<file path="src/rtl/branch_resolver.sv">
`default_nettype none
// +----------------------------------------------------------------------------+
// | branch_resolver: queries a predictor per branch outcome and issues its     |
// | update after a modelled resolve latency, scoring hits into stat counters.  |
// | Revision: 1.0                                                              |
// +----------------------------------------------------------------------------+
module branch_resolver #(
  parameter int RESOLVE_LAT = 2,
  parameter int CNT_W       = 16
) (
  input  logic             clk,
  input  logic             rst_n,
  input  logic             br_valid,
  input  logic             br_taken,
  output logic             br_ready,
  output logic             predict_req,
  input  logic             predict,
  output logic             result,
  output logic             result_strob,
  output logic             mispredict,
  output logic             last_pred,
  input  logic             clr,
  output logic [CNT_W-1:0] cnt_total,
  output logic [CNT_W-1:0] cnt_hit
);

  localparam logic [1:0] S_IDLE    = 2'd0;
  localparam logic [1:0] S_REQ     = 2'd1;
  localparam logic [1:0] S_WAIT    = 2'd2;
  localparam logic [1:0] S_RESOLVE = 2'd3;

  localparam logic [3:0]       c_wait_load = (RESOLVE_LAT > 0) ? 4'(RESOLVE_LAT - 1) : 4'd0;
  localparam logic [CNT_W-1:0] c_cnt_max   = '1;

  logic [1:0]       r_state;
  logic [1:0]       w_next_state;
  logic [3:0]       r_wait_cnt;
  logic             r_taken;
  logic             r_pred;
  logic [CNT_W-1:0] r_cnt_total;
  logic [CNT_W-1:0] r_cnt_hit;
  logic             w_accept;
  logic             w_hit;

  assign w_accept = br_valid && (r_state == S_IDLE);
  assign w_hit    = (r_pred == r_taken);

  always_ff @(posedge clk or negedge rst_n) begin
    if (!rst_n) begin
      r_state <= S_IDLE;
    end else begin
      r_state <= w_next_state;
    end
  end

  always_comb begin
    w_next_state = r_state;
    case (r_state)
      S_IDLE:    if (w_accept) w_next_state = S_REQ;
      S_REQ:     w_next_state = (RESOLVE_LAT > 0) ? S_WAIT : S_RESOLVE;
      S_WAIT:    if (r_wait_cnt == 4'd0) w_next_state = S_RESOLVE;
      S_RESOLVE: w_next_state = S_IDLE;
      default:   w_next_state = S_IDLE;
    endcase
  end

  always_comb begin
    br_ready     = 1'b0;
    predict_req  = 1'b0;
    result_strob = 1'b0;
    result       = 1'b0;
    mispredict   = 1'b0;
    case (r_state)
      S_IDLE:    br_ready = 1'b1;
      S_REQ:     predict_req = 1'b1;
      S_RESOLVE: begin
        result_strob = 1'b1;
        result       = r_taken;
        mispredict   = !w_hit;
      end
      default:   ;
    endcase
  end

  // Only a driven 1 counts as taken; a floating or unknown answer scores as not-taken.
  always_ff @(posedge clk or negedge rst_n) begin
    if (!rst_n) begin
      r_taken    <= 1'b0;
      r_pred     <= 1'b0;
      r_wait_cnt <= 4'd0;
    end else begin
      if (w_accept) r_taken <= br_taken;
      if (r_state == S_REQ) begin
        r_pred     <= (predict === 1'b1);
        r_wait_cnt <= c_wait_load;
      end else if (r_state == S_WAIT && r_wait_cnt != 4'd0) begin
        r_wait_cnt <= r_wait_cnt - 4'd1;
      end
    end
  end

  // Clear takes priority, so a branch resolving in the clear cycle is not counted.
  always_ff @(posedge clk or negedge rst_n) begin
    if (!rst_n) begin
      r_cnt_total <= '0;
      r_cnt_hit   <= '0;
    end else if (clr) begin
      r_cnt_total <= '0;
      r_cnt_hit   <= '0;
    end else if (r_state == S_RESOLVE) begin
      if (r_cnt_total != c_cnt_max) r_cnt_total <= r_cnt_total + 1'b1;
      if (w_hit && r_cnt_hit != c_cnt_max) r_cnt_hit <= r_cnt_hit + 1'b1;
    end
  end

  assign last_pred = r_pred;
  assign cnt_total = r_cnt_total;
  assign cnt_hit   = r_cnt_hit;

endmodule
`default_nettype wire

</file>
<file path="config.mk">
export PLATFORM = sky130hd
export DESIGN_NAME = branch_resolver
export DESIGN_NICKNAME = d
export VERILOG_FILES = /design/src/rtl/branch_resolver.sv
export SDC_FILE = /design/constraint.sdc
export NUM_CORES = 1
export LEC_CHECK = 0
export BUFFER_PORTS_ARGS = -buffer_cell sky130_fd_sc_hd__buf_2
export CAP_MARGIN = 0
export CORE_MARGIN = 4
export CORE_UTILIZATION = 48
export CTS_CLUSTER_DIAMETER = 200
export DETAILED_ROUTE_END_ITERATION = 16
export GPL_ROUTABILITY_DRIVEN = 1
export HOLD_SLACK_MARGIN = 0.05
export PLACE_DENSITY = 0.76
export RECOVER_POWER = 25
export SLEW_MARGIN = 10
export SYNTH_ARGS = -nofsm -noshare
export SYNTH_HDL_FRONTEND = slang
export SYNTH_SLANG_ARGS = --single-unit
export TNS_END_PERCENT = 100
</file>
<file path="constraint.sdc">
create_clock -name clk -period 1.8 [get_ports clk]
set_input_delay 0.09 -clock clk [delete_from_list [all_inputs] [get_ports clk]]
set_output_delay 0.09 -clock clk [all_outputs]
set_load 0.03 [all_outputs]
</file>
==> impl_metrics.yaml <==
yosys:
  synth.largest_area_cell: "dfrtp_1"
  synthSimpleGateAreaFrac_pct: 29.61
  syn_area_um2: 2341
  synthMostInstantiatedCell: "dfrtp_1"
  synth_compound_area_share_pct: 12.40
  synthXorXnorAreaFrac_pct: 1.122
  ys.flop_type: "dfrtp_1"
  syn-mean-instance-area_um2: 9.290
  synthMuxAreaShare_pct: 6.146
  yosysWarningCount: 0
  synthTopCellsByArea: "dfrtp_1 (43%), mux2_2 (5.3%), ha_1 (4.8%)"
  synth.distinct_cells: 41
  synth_fa_ha_area_share_pct: 4.810
  ys_async_sr_fraction_pct: 100.0
  synth_edf_count: 0
  synth_common_cells: "dfrtp_1 (40), nor2_1 (21), a21oi_1 (16)"
  ys_seq_area_share_pct: 42.76
  netlist.area_leader.share_pct: 42.76
  syn-num-nets: 267
  syn_inst: 252
  synth_top_family_by_area: "simple AND/OR/NAND/NOR gates"
  ys_ff_latch: 40
finish:
  antennaDiodeCount: 0
  layout-drive-gt1-share_pct: 40.99
  design_area_um2: 3196
  final_cells: 411
  nNetsFinal: 358
  area_growth_pct: 36.50
sta:
  slew_viol_final: 0
  worst_pin_slew_ns: 0.7014
  skew_ns: 0.009355
  post-route-period-util_pct: 99.60
  setup_viol: 0
  period_needed_ns: 1.793
  rsz0062_at_grt: "yes"
  max_freq_ghz: 0.5578
  hold_viol: 0
  holdWs_ns: 0.1730
  slew-limit-headroom_pct: 53.24
run_status:
  status: "complete, no violations"
job:
  cap_violations: 0
routing:
  drt_iter0_drc: 244
  vias: 2378
  ant_nets: 0
  wl_per_cell_um: 15.10
  drt_drc_violations_left: 0
  drt-vias-per-instance: 5.786
  routed_wl_mm: 6.205
  first_pass_iters: 5
clock_network:
  clk_latency_ns: 0.29
  clock-sinks: 40
  cts_tree: "yes"
  cts.path.max_buffers: 2
  clk_pin_slew_ns: 0.08
  clock-root-buffer: "clkbuf_8"
  h-tree-depth: 2
  cts_buffers: 5
placement:
  place_congestion: 0.8945
  place_inst: 389
  dp_hpwl_mm: 4.303
  io_buffers: 43
  dpl_cell_area_um2: 2929
die:
  dieArea_um2: 6058
  io-pin-count: 44
  die_w_um: 77.84
  start_util_pct: 49.56
  die_y_um: 77.84
  num_rows: 25
  core_area_um2: 4723
power:
  power_frac_seq_pct: 35.7
  p_int_w: 0.001995
  leakagePower_nw: 1.462
  power_density_nw_per_um2: 986.7
  clockPowerShare_pct: 19.7
  vdd_ir_drop_max_mv: 0.8369
  pwr-share-comb_pct: 44.6
  sw_frac_of_total_pct: 36.74
  switching_power_w: 0.001158
global_route:
  grt_pass1_vias: 2110
  track_usage_pct: 20.41
  grt_pass1_wl_mm: 9.956
  gr-total-overflow: 0
  antenna_found_initial: 0
  grt_max_degree: 28
setup_path:
  rr_endpoint: "cnt_total[15]$_DFFE_PN0P_"
  path_max_fanout: 6
  rr_worst_depth: 5
  worstReg2RegStart: "r_state[0]$_DFFE_PN0P_"
  endpoint_kind: "flop"
  critical_path_class: "reg2reg"
  cp_data_arrival_time_ns: 2.02
  ff2ff_setup_slack_ns: 0.007
  start_kind: "flop"
  critical_path_required_ns: 2.03
worst_hold_path:
  hold_path_end: "r_taken$_DFFE_PN0P_"
  holdPathStages: 3
  min_path_type: "in2reg"
  min-delay-start: "br_valid"
-- routing by layer --
metal / wire length [um] / track usage, % / vias to the layer above
met3: 372 / 4.640 / 12
met4: 95 / 5.872 / 0
met5: 0 / 0 / -
li1: - / - / 1130
met1: 2758 / 27.10 / 1146
met2: 2980 / 33.22 / 90
-- flip-flops by register name, summed over array words and instances, names as in the netlist --
register,cells
r_taken,1
cnt_hit,16
r_wait_cnt,4
cnt_total,16
r_state,2
last_pred,1
-- cell type report --
type                    instances  area [um2]
multi-input cells             193        1374
flip-flops and latches         40        1015
clock buffers                   8       90.09
repair buffers                 90       584.3
fillers                       365        1528
well taps                      67       83.83
inverters                      13       48.80
-- critical path: stages (launching register included) --
cell and delay, ns:
dfrtp_1 0.40, ha_4 0.17, nand2_2 0.07, or4_4 0.47, or4_4 0.50, a21oi_2 0.12
-- placed cells by master, fill, tap and decap left out, types with 10 or more instances in the layout --
| master | Yosys | routed |
|---|---|---|
| nor2_1 | 21 | 20 |
| nor3_1 | 14 | 12 |
| dfrtp_1 | 40 | 29 |
| buf_4 | 0 | 42 |
| inv_1 | 13 | 13 |
| nand3_1 | 13 | 12 |
| a21oi_1 | 16 | 14 |
| buf_2 | 2 | 42 |
| nand4_1 | 14 | 14 |
| nor2b_1 | 11 | 10 |
| nand2_1 | 14 | 12 |
| mux2_2 | 11 | 11 |
| dfrtp_2 | 0 | 11 |
-- worst max path at each step --
stage	from	endpoint	slack [ns]	cells past startpoint
after floorplan	cnt_total[6]$_DFFE_PN0P_	cnt_total[15]$_DFFE_PN0P_	-0.06	4
after global placement	r_state[0]$_DFFE_PN0P_	cnt_total[15]$_DFFE_PN0P_	0.06	5
after detailed placement	r_state[0]$_DFFE_PN0P_	cnt_hit[8]$_DFFE_PN0P_	0.02	6
after CTS	r_state[0]$_DFFE_PN0P_	cnt_total[15]$_DFFE_PN0P_	-0.003	5
after global routing	r_state[0]$_DFFE_PN0P_	cnt_total[15]$_DFFE_PN0P_	-0.05	5
final	r_state[0]$_DFFE_PN0P_	cnt_total[15]$_DFFE_PN0P_	0.007	5
-- repair_timing --
item                                   4_1_cts  5_1_grt
endpoints found under the hold margin       26        1
setup endpoints to repair                    2       19
pin swaps                                    1        8
gates resized for setup                      1       17
buffers inserted                             0       11
hold buffers                                 2        1
gates cloned                                 0        0
-- power groups by stage --
stage                     Combinational, W  Sequential [W]  Clock, W
final                              0.00141         0.00113  0.000621
after global routing               0.00153         0.00115  0.000679
after CTS                          0.00123         0.00113  0.000640
after detailed placement           0.00121         0.00114         0
after global placement             0.00119         0.00113         0
after floorplan                   0.000701         0.00122         0
-- metrics by stage --
| step | util (%) | setup TNS, ns | setup WS [ns] | total power (W) |
|---|---|---|---|---|
| after floorplan | - | -0.1430 | -0.06042 | 0.001923 |
| after global placement | 62.01 | 0 | 0.05725 | 0.002320 |
| after detailed placement | 62.01 | 0 | 0.01985 | 0.002355 |
| after CTS | 64.40 | -0.003382 | -0.003382 | 0.002993 |
| after global routing | 67.66 | -0.1246 | -0.04904 | 0.003352 |
| final | 67.66 | 0 | 0.007244 | 0.003153 |
-- logic make-up (layout without fill, tap and decap cells) --
group / count (synthesis) / in the layout
simple gates: 124 / 124
compound gates: 44 / 44
flops: 40 / 40
buf+inv: 19 / 111
mux: 13 / 13
fa+ha+maj: 9 / 9
xor+xnor: 3 / 3
(Power assumes the default switching activity.)
